==> config.mk <==
export PLATFORM = sky130hd
export DESIGN_NAME = mem_access
export DESIGN_NICKNAME = d
export VERILOG_FILES = /design/src/rtl/mem_access.sv
export SDC_FILE = /design/constraint.sdc
export NUM_CORES = 1
export LEC_CHECK = 0
export CORE_AREA = 4 4 112 114
export CTS_BUF_LIST = sky130_fd_sc_hd__clkbuf_4 sky130_fd_sc_hd__clkbuf_8
export CTS_CLUSTER_SIZE = 12
export DETAILED_ROUTE_END_ITERATION = 8
export DIE_AREA = 0 0 116 118
export GPL_ROUTABILITY_DRIVEN = 0
export PLACE_DENSITY = 0.74
export SLEW_MARGIN = 10
export SYNTH_ARGS = -nofsm -noshare
export SYNTH_HDL_FRONTEND = slang
export SYNTH_SLANG_ARGS = --single-unit
==> constraint.sdc <==
create_clock -name CLK -period 3.8 [get_ports CLK]
set_clock_uncertainty 0.15 [all_clocks]
set_input_delay 0.57 -clock CLK [delete_from_list [all_inputs] [get_ports CLK]]
set_output_delay 0.57 -clock CLK [all_outputs]
set_load 0.05 [all_outputs]
==> src/rtl/mem_access.sv <==
// -----------------------------------------------------------------------------
// mem_access
//   Memory-access stage that sits directly behind the cushion register stage.
//   A registered load/store request from the cushion becomes a valid/ready
//   data-bus transaction. The stage then waits for the single-cycle response
//   or gives up after TIMEOUT cycles. Load data is aligned and sign/zero-
//   extended, then merged with plain ALU writes into one registered writeback.
//   While an access is outstanding, MEMR_STALL holds the cushion stage.
//
// Parameters
//   TIMEOUT  maximum cycles spent in WAIT before a forced completion
//            (0 = never time out)
//
// Ports
//   CLK, RST                 clock (rising edge), asynchronous active-low reset
//   CUSHION_REG_W_RD/DATA    ALU writeback request (rd 0 = none)
//   CUSHION_MEM_R_*          load request: valid, rd, addr, strb, signed
//   CUSHION_MEM_W_*          store request: valid, addr, strb, data
//   DBUS_REQ_*               bus request channel (valid/ready, we, addr, strb, wdata)
//   DBUS_RESP_VALID/RDATA    bus response pulse and full-word read data
//   MEMR_STALL               hold for the cushion stage (combinational)
//   MEMR_REG_W_RD/DATA       registered writeback
//   MEMR_BUS_ERR             one-cycle pulse when an access times out
// -----------------------------------------------------------------------------
module mem_access #(
  parameter int TIMEOUT = 255
) (
  input  logic        CLK,
  input  logic        RST,
  input  logic [4:0]  CUSHION_REG_W_RD,
  input  logic [31:0] CUSHION_REG_W_DATA,
  input  logic        CUSHION_MEM_R_VALID,
  input  logic [4:0]  CUSHION_MEM_R_RD,
  input  logic [31:0] CUSHION_MEM_R_ADDR,
  input  logic [3:0]  CUSHION_MEM_R_STRB,
  input  logic        CUSHION_MEM_R_SIGNED,
  input  logic        CUSHION_MEM_W_VALID,
  input  logic [31:0] CUSHION_MEM_W_ADDR,
  input  logic [3:0]  CUSHION_MEM_W_STRB,
  input  logic [31:0] CUSHION_MEM_W_DATA,
  output logic        DBUS_REQ_VALID,
  input  logic        DBUS_REQ_READY,
  output logic        DBUS_REQ_WE,
  output logic [31:0] DBUS_REQ_ADDR,
  output logic [3:0]  DBUS_REQ_STRB,
  output logic [31:0] DBUS_REQ_WDATA,
  input  logic        DBUS_RESP_VALID,
  input  logic [31:0] DBUS_RESP_RDATA,
  output logic        MEMR_STALL,
  output logic [4:0]  MEMR_REG_W_RD,
  output logic [31:0] MEMR_REG_W_DATA,
  output logic        MEMR_BUS_ERR
);

  // The counter only has to reach TIMEOUT-1.
  localparam int              CNT_W = (TIMEOUT > 1) ? $clog2(TIMEOUT) : 1;
  localparam logic [CNT_W-1:0] CNT_LAST = CNT_W'(TIMEOUT - 1);

  typedef enum logic {
    S_IDLE,
    S_WAIT
  } state_t;

  state_t           r_state;
  state_t           w_state_nxt;
  logic [CNT_W-1:0] r_cnt;
  logic [CNT_W-1:0] w_cnt_nxt;
  logic             w_op;
  logic             w_req_valid;
  logic             w_complete;
  logic             w_timeout;

  logic [4:0]       r_wb_rd;
  logic [31:0]      r_wb_data;
  logic             r_bus_err;
  logic [4:0]       w_wb_rd_nxt;
  logic [31:0]      w_wb_data_nxt;

  // Load extraction: shift the addressed byte to lane 0, then choose the
  // width from the byte-enable popcount. Illegal strobes fall back to a word.
  function automatic logic [31:0] load_extract(
    input logic [31:0] rdata,
    input logic [1:0]  off,
    input logic [3:0]  strb,
    input logic        sgn
  );
    logic [31:0] sh;
    logic [2:0]  n;
    sh = rdata >> {off, 3'b000};
    n  = 3'(strb[0]) + 3'(strb[1]) + 3'(strb[2]) + 3'(strb[3]);
    case (n)
      3'd1:    return {{24{sgn & sh[7]}}, sh[7:0]};
      3'd2:    return {{16{sgn & sh[15]}}, sh[15:0]};
      default: return sh;
    endcase
  endfunction

  // The load wins when both requests are present. The store is then dropped.
  assign w_op           = CUSHION_MEM_R_VALID | CUSHION_MEM_W_VALID;
  assign DBUS_REQ_WE    = CUSHION_MEM_W_VALID & ~CUSHION_MEM_R_VALID;
  assign DBUS_REQ_ADDR  = CUSHION_MEM_R_VALID ? CUSHION_MEM_R_ADDR : CUSHION_MEM_W_ADDR;
  assign DBUS_REQ_STRB  = CUSHION_MEM_R_VALID ? CUSHION_MEM_R_STRB : CUSHION_MEM_W_STRB;
  assign DBUS_REQ_WDATA = CUSHION_MEM_R_VALID ? 32'd0 : CUSHION_MEM_W_DATA;

  // During reset, request and stall are held low.
  assign DBUS_REQ_VALID = RST & w_req_valid;
  assign MEMR_STALL     = RST & w_op & ~w_complete;

  always_ff @(posedge CLK or negedge RST) begin
    if (!RST) begin
      r_state <= S_IDLE;
      r_cnt   <= '0;
    end else begin
      r_state <= w_state_nxt;
      r_cnt   <= w_cnt_nxt;
    end
  end

  always_comb begin
    w_state_nxt = r_state;
    w_cnt_nxt   = r_cnt;
    w_req_valid = 1'b0;
    w_complete  = 1'b0;
    w_timeout   = 1'b0;
    case (r_state)
      S_IDLE: begin
        w_req_valid = w_op;
        w_cnt_nxt   = '0;
        if (w_op && DBUS_REQ_READY) begin
          w_state_nxt = S_WAIT;
        end
      end
      S_WAIT: begin
        w_cnt_nxt = r_cnt + CNT_W'(1);
        // If the response and the timeout come in the same cycle, the response wins.
        if (DBUS_RESP_VALID) begin
          w_complete  = 1'b1;
          w_state_nxt = S_IDLE;
          w_cnt_nxt   = '0;
        end else if ((TIMEOUT != 0) && (r_cnt == CNT_LAST)) begin
          w_complete  = 1'b1;
          w_timeout   = 1'b1;
          w_state_nxt = S_IDLE;
          w_cnt_nxt   = '0;
        end
      end
      default: begin
        w_state_nxt = S_IDLE;
        w_cnt_nxt   = '0;
      end
    endcase
  end

  // Writeback selection. A pending access inserts a bubble (rd 0). Without
  // an access, the ALU write passes through with one cycle of latency.
  always_comb begin
    w_wb_rd_nxt   = CUSHION_REG_W_RD;
    w_wb_data_nxt = CUSHION_REG_W_DATA;
    if (w_complete) begin
      if (CUSHION_MEM_R_VALID) begin
        w_wb_rd_nxt   = CUSHION_MEM_R_RD;
        w_wb_data_nxt = w_timeout ? 32'd0
                      : load_extract(DBUS_RESP_RDATA, CUSHION_MEM_R_ADDR[1:0],
                                     CUSHION_MEM_R_STRB, CUSHION_MEM_R_SIGNED);
      end else begin
        w_wb_rd_nxt   = 5'd0;
        w_wb_data_nxt = 32'd0;
      end
    end else if (w_op) begin
      w_wb_rd_nxt   = 5'd0;
      w_wb_data_nxt = 32'd0;
    end
  end

  always_ff @(posedge CLK or negedge RST) begin
    if (!RST) begin
      r_wb_rd   <= '0;
      r_wb_data <= '0;
      r_bus_err <= 1'b0;
    end else begin
      r_wb_rd   <= w_wb_rd_nxt;
      r_wb_data <= w_wb_data_nxt;
      r_bus_err <= w_timeout;
    end
  end

  assign MEMR_REG_W_RD   = r_wb_rd;
  assign MEMR_REG_W_DATA = r_wb_data;
  assign MEMR_BUS_ERR    = r_bus_err;

endmodule

==> impl_results.md, run 1 <==
* Total number of yosys warnings at 0
* Syn Nets at 508
* Length in cells of the worst reg-to-reg path at 5
* Largest fanout of any net on the critical path at 16
* Sequential cell area at 1180 um^2
* Power density over the cells at 285 nW/um^2
* Share of flip-flops with an asynchronous set or reset after synthesis at 100%
* Reg power frac at 30.2%
* Final net count at 788
* Initial core utilization at 28.1%
* Largest net degree at the start of global routing at 48
* Predominant post-synthesis flop cell: dfrtp_1
* Die H at 118 um
* Critical Path Max Stage Delay at 0.55 ns
* Total area of multi-input combinational cells at 1880 um^2
* First-pass GRT wire length at 21,500 um
* Design internal power at 1.10 mW
* Number of nets still failing antenna checks after routing at 0
* Clk pin slew, worst setup/hold paths at 0.10 ns
* Max Clk Rate at 311 MHz
* Full die area at 13,700 um^2
* DIE WIDTH at 116 um
* Number of distinct library cells after synthesis at 35
* Buffer levels on the longest clock path at 2
* Most common cell in the synthesized netlist: dfrtp_1
* Reg2Reg Setup Slack at 1.74 ns
* RSZ-0062 raised after global routing: no
* GRT overflow at 0
* Post-synth top area share at 36.7%
* Synth cell count leaders: dfrtp_1, nor2b_1, mux2_2
* Overall routing resource usage at 20.0%
* Leading area contributor after synthesis: dfrtp_1
* Worst endpoint data arrival time at 3.26 ns
* Fraction of power spent switching nets at 39.7%
* Class of the tightest hold or removal check: input pin to asynchronous set/reset pin
* Leakage power figure at 2.57 nW
* Synthesized instance count at 318
* Remaining max-slew budget at the tightest pin at 52.4%
* End of the worst register-to-register path: MEMR_REG_W_DATA[31]$_DFF_PN0_
* Total standard cell area after synthesis at 3210 um^2
* Sum of net half-perimeters after detailed placement at 12,000 um
* Total net switching power at 0.720 mW
* Diodes inserted at 0
* Sink Count at 47
* Via count of the first global-routing pass at 3,976
* Final Hold Fails at 0
* Post-cts gate resize count at 0
* Clock buffers created by TritonCTS at 5
* Sequence of cells on the critical path: clkdlybuf4s50_1 > inv_1 > fa_1 > inv_1 > ha_1 > ha_1 > nand2b_1 > a21o_1 > o21ai_0 > a32o_1
* Post-CTS Hold Fix Bufs at 0
* Via count at 3,611
* Boundary pin count at 294
* Worst-margin pin slew at 0.715 ns
* Final-layout setup total negative slack at 0 ns
* Number of placement rows at 39
* Number of pins exceeding their max-slew limit in the final report at 0
* Number of enable flip-flop cells after synthesis at 0
* Final hold slack at 0.302 ns
* Area Overhead vs Synth at 98.4%
* Clock network latency to the later pin of the worst-skew pair at 0.30 ns
* Result of the run: complete, no violations
* Placeable core region at 11,400 um^2
* Number of iterations in the first detailed-routing pass at 4
* Max-cap violations at 0
* Category of cells accounting for the largest share of critical-path delay: adder cells
* Buffers plus inverters on the worst setup path at 3
* Category of the worst setup path capture point: flop
* Worst R2R Start: r_cnt[5]$_DFF_PN0_
* Share of power burned in the clock network at 18.0%
* Portion of the clock cycle consumed by the worst path in the final layout at 84.6%
* Ranking of synthesized cells by area: dfrtp_1, mux2_2, nor2b_1, mux2i_1, a32o_1
* Post-Synthesis Mean Instance Area at 10.1 um^2
* Number of H-tree levels at 2
* Crit. path cell count at 10
* # port buffers at 293
* Max stage delay cell, worst path: fa_1
* Detailed-route wire length per cell at 19.4 um
* Master cell of the clock root buffer: clkbuf_8
* CTS tree: built
* Worst ir drop on vdd at 0.183 mV
* Critical path launch point type: input pin
* Final-report setup violation count at 0
* Critical path start-end classification: input pin to flop
* Portion of the post-synthesis area used by sequential elements at 36.7%
* Data required, critical path at 3.85 ns
* Remaining DRCs at 0
* Postcts setup bufs at 0
* Drt total wl at 14,400 um
* Routed via count divided by cell count at 4.87
* Layout cell share with drive strength beyond 1 at 9.85%
* Post-synthesis sequential element count at 47
* Number of antenna violations at the first check in global routing at 1
* Fill cells at 1,020
* Comb pwr share at 51.8%
* Number of DRC markers after the initial detailed-route iteration at 185
* Min Clock Period, post-route at 3.21 ns
-- state kept, by name (all words and copies together), names as in the netlist --
name / flops
MEMR_REG_W_DATA: 32
r_state: 1
MEMR_REG_W_RD: 5
MEMR_BUS_ERR: 1
r_cnt: 8
-- worst register-to-register path, stage by stage, from the launching register on --
cell	delay, ns
dfrtp_1	0.40
and4_1	0.26
a41o_1	0.32
a21boi_4	0.28
buf_4	0.39
a22o_1	0.21
-- cell usage in the layout, fill, tap and decap left out --
master / netlist / layout
clkdlybuf4s50_1: 0 / 289
dfrtp_1: 47 / 47
nor2b_1: 43 / 43
mux2_2: 36 / 36
a21oi_1: 17 / 17
mux2i_1: 16 / 16
nand2_1: 16 / 16
a22o_1: 15 / 15
a32o_1: 15 / 15
o2bb2ai_1: 14 / 14
nor2_1: 12 / 12
o21ai_0: 11 / 11
a211o_1: 7 / 7
inv_1: 6 / 6
clkbuf_8: 0 / 6
buf_4: 0 / 6
nand2b_1: 5 / 5
xor2_1: 5 / 5
and3_1: 4 / 4
nand3_1: 4 / 4
ha_1: 4 / 4
buf_12: 0 / 3
nand4_1: 2 / 2
buf_2: 10 / 2
and4_1: 1 / 1
a41o_1: 1 / 1
a21boi_4: 1 / 1
nor3b_1: 1 / 1
a2bb2oi_1: 1 / 1
mux4_2: 1 / 1
nand3_2: 1 / 1
o211ai_4: 1 / 1
a21o_1: 1 / 1
nand3b_1: 1 / 1
xnor2_1: 1 / 1
fa_1: 1 / 1
clkinvlp_4: 0 / 1
clkinv_4: 0 / 1
-- layer usage --
| metal | GRT usage [%] | vias up | wire length (um) |
|---|---|---|---|
| met2 | 34.9 | 178 | 7280 |
| met4 | 4.93 | 2 | 266 |
| met5 | 0 | - | 15 |
| met1 | 24.6 | 1688 | 5700 |
| li1 | - | 1721 | - |
| met3 | 4.58 | 22 | 1110 |
-- cells by family after synthesis --
logic type	synth area share [%]
mux	18.3
fa+ha+maj	2.19
flops	36.7
buf+inv	4.72
simple gates	15.5
compound gates	21.0
xor+xnor	1.64
-- how the worst max path moves through the flow --
stage	from	endpoint	slack (ns)
detailed placement	CUSHION_MEM_R_STRB[0]	MEMR_REG_W_DATA[23]$_DFF_PN0_	0.29
floorplan	CUSHION_MEM_R_STRB[0]	MEMR_REG_W_DATA[22]$_DFF_PN0_	0.96
global placement	CUSHION_MEM_R_STRB[0]	MEMR_REG_W_DATA[20]$_DFF_PN0_	0.41
CTS	CUSHION_MEM_R_STRB[0]	MEMR_REG_W_DATA[23]$_DFF_PN0_	0.61
finish	CUSHION_MEM_R_STRB[0]	MEMR_REG_W_DATA[23]$_DFF_PN0_	0.59
global route	CUSHION_MEM_R_STRB[0]	MEMR_REG_W_DATA[23]$_DFF_PN0_	0.45
-- power by group through the flow --
stage	clock (mW)	combinational (mW)	sequential, mW
finish	0.327	0.940	0.549
global route	0.355	0.987	0.553
CTS	0.338	0.944	0.549
detailed placement	0	0.939	0.559
global placement	0	0.929	0.558
floorplan	0	0.418	0.661
-- final cells by class --
cell class | instances | share of cell area, %
timing repair buffer | 300 | 47.3
inverter | 6 | 0.354
clock buffer | 6 | 1.30
clock inverter | 2 | 0.256
tap | 143 | 2.81
sequential | 47 | 18.5
multi-input combinational | 238 | 29.5
-- per-stage QoR --
step	utilization [%]	area, um^2	power (mW)	setup WS [ns]	instances
global placement	54.9	6260	1.49	0.413	734
detailed placement	54.9	6260	1.50	0.292	734
floorplan	-	3210	1.08	0.962	318
finish	55.7	6360	1.81	0.585	742
CTS	55.7	6360	1.83	0.615	742
global route	55.7	6360	1.90	0.454	742
No activity file was read; power rests on OpenSTA's default activity.
==> run 2, diff against run 1 <==
==> constraint.sdc (replaced) <==
create_clock -name CLK -period 3.2 [get_ports CLK]
set_clock_uncertainty 0.15 [all_clocks]
set_input_delay 0.48 -clock CLK [delete_from_list [all_inputs] [get_ports CLK]]
set_output_delay 0.48 -clock CLK [all_outputs]
set_load 0.05 [all_outputs]
==> impl_results.md, run 2 (synthesis results as in run 1) <==
* Result of the run: complete, no violations
* Number of placement rows at 39
* Master cell of the clock root buffer: clkbuf_8
* Fraction of power spent switching nets at 39.5%
* Final hold slack at 0.209 ns
* Number of nets still failing antenna checks after routing at 0
* Clock network latency to the later pin of the worst-skew pair at 0.30 ns
* Via count at 3,559
* Portion of the clock cycle consumed by the worst path in the final layout at 93.6%
* Buffer levels on the longest clock path at 2
* CTS tree: built
* Leakage power figure at 2.60 nW
* Number of iterations in the first detailed-routing pass at 4
* Final net count at 790
* Share of the core filled with cells at 55.6%
* Die H at 118 um
* Area Overhead vs Synth at 98.0%
* Reg power frac at 30.2%
* # port buffers at 293
* Most common cell after layout, fill and taps aside: clkdlybuf4s50_1
* Fill cells at 1,027
* First-pass GRT wire length at 21,400 um
* Min Clock Period, post-route at 2.99 ns
* Category of the worst setup path capture point: flop
* Comb pwr share at 51.8%
* RSZ-0062 raised after global routing: no
* Remaining DRCs at 0
* Final Hold Fails at 0
* Design internal power at 1.30 mW
* Reg2Reg Setup Slack at 1.25 ns
* Placeable core region at 11,400 um^2
* Worst-margin pin slew at 0.759 ns
* Class of the tightest hold or removal check: input pin to asynchronous set/reset pin
* Commonest non-fill, non-tap cells in the layout: clkdlybuf4s50_1, dfrtp_1, nor2b_1
* Largest net degree at the start of global routing at 48
* Data required, critical path at 3.24 ns
* Final-report setup violation count at 0
* Number of flip-flops under the largest register name at 32
* Uppermost routed layer: met5
* Remaining max-slew budget at the tightest pin at 49.4%
* Total net switching power at 0.852 mW
* Post-CTS Hold Fix Bufs at 0
* Routed via count divided by cell count at 4.78
* DIE WIDTH at 116 um
* Diodes inserted at 0
* Overall routing resource usage at 19.9%
* Via count of the first global-routing pass at 3,915
* Clock buffers created by TritonCTS at 5
* Number of antenna violations at the first check in global routing at 1
* GRT overflow at 0
* Post-cts gate resize count at 0
* Boundary pin count at 294
* Final-layout setup total negative slack at 0 ns
* Detailed-route wire length per cell at 18.9 um
* Critical path start-end classification: input pin to flop
* Critical path launch point type: input pin
* Clk pin slew, worst setup/hold paths at 0.09 ns
* Share of power burned in the clock network at 18.0%
* Length in cells of the worst reg-to-reg path at 5
* Detailed-route wire length on metal 1 at 5530 um
* Sink Count at 47
* Largest fanout of any net on the critical path at 16
* Worst R2R Start: r_cnt[5]$_DFF_PN0_
* Layout cell share with drive strength beyond 1 at 12.0%
* Power density over the cells at 339 nW/um^2
* Number of DRC markers after the initial detailed-route iteration at 220
* Drt total wl at 14,100 um
* Initial core utilization at 28.1%
* Postcts setup bufs at 0
* Max-cap violations at 0
* Total length of routed met2 wires at 7060 um
* Max Clk Rate at 334 MHz
* Worst ir drop on vdd at 0.226 mV
* Number of pins exceeding their max-slew limit in the final report at 0
* Met3 wire length at 1140 um
* Worst endpoint data arrival time at 3.03 ns
* Sum of net half-perimeters after detailed placement at 11,700 um
* End of the worst register-to-register path: MEMR_REG_W_DATA[24]$_DFF_PN0_
* Full die area at 13,700 um^2
* Number of H-tree levels at 2
[run 2: power by group through the flow]
| stage | registers, mW | clock network [mW] | logic (mW) |
|---|---|---|---|
| 2_1_floorplan | 0.785 | 0 | 0.496 |
| 3_3_place_gp | 0.662 | 0 | 1.10 |
| 3_5_place_dp | 0.662 | 0 | 1.12 |
| 4_1_cts | 0.650 | 0.398 | 1.12 |
| 5_1_grt | 0.655 | 0.427 | 1.18 |
| 6_report | 0.650 | 0.388 | 1.12 |
[run 2: worst max-delay path: stages]
cell	delay, ns
clkdlybuf4s50_1	0.47
inv_1	0.06
fa_1	0.56
inv_1	0.05
ha_1	0.17
ha_1	0.31
nand2b_1	0.19
a21oi_1	0.24
o211ai_4	0.22
a32o_1	0.28
[run 2: metal layers]
metal	GRT usage [%]	vias up
met5	0	-
met4	5.58	2
met3	5.76	27
met2	34.0	156
met1	24.0	1653
li1	-	1721
[run 2: worst max-delay path by stage]
stage | slack (ns) | startpoint | cells past startpoint | endpoint
after floorplan | 0.45 | CUSHION_MEM_R_STRB[0] | 10 | MEMR_REG_W_DATA[22]$_DFF_PN0_
after global placement | -0.05 | CUSHION_MEM_R_STRB[0] | 10 | MEMR_REG_W_DATA[21]$_DFF_PN0_
after detailed placement | -0.11 | CUSHION_MEM_R_STRB[0] | 10 | MEMR_REG_W_DATA[16]$_DFF_PN0_
after CTS | 0.20 | CUSHION_MEM_R_STRB[0] | 10 | MEMR_REG_W_DATA[23]$_DFF_PN0_
after global routing | 0.08 | CUSHION_MEM_R_STRB[0] | 10 | MEMR_REG_W_DATA[23]$_DFF_PN0_
final | 0.21 | CUSHION_MEM_R_STRB[0] | 10 | MEMR_REG_W_DATA[23]$_DFF_PN0_
[run 2: area by class of cell]
| type | instances | area (um^2) | share of cell area (%) |
|---|---|---|---|
| Clock buffer | 6 | 82.6 | 1.30 |
| Sequential cell | 47 | 1180 | 18.5 |
| Inverter | 6 | 22.5 | 0.355 |
| Tap cell | 143 | 179 | 2.82 |
| Multi-Input combinational cell | 238 | 1880 | 29.6 |
| Clock inverter | 2 | 16.3 | 0.256 |
| Timing Repair Buffer | 302 | 3000 | 47.2 |
[run 2: stage by stage]
step | worst slack (ns) | cells | total power [mW] | area, um^2
floorplan | 0.452 | 318 | 1.28 | 3210
global placement | -0.0485 | 736 | 1.77 | 6250
detailed placement | -0.115 | 736 | 1.78 | 6250
CTS | 0.201 | 744 | 2.17 | 6350
global route | 0.0834 | 744 | 2.26 | 6350
finish | 0.206 | 744 | 2.15 | 6350
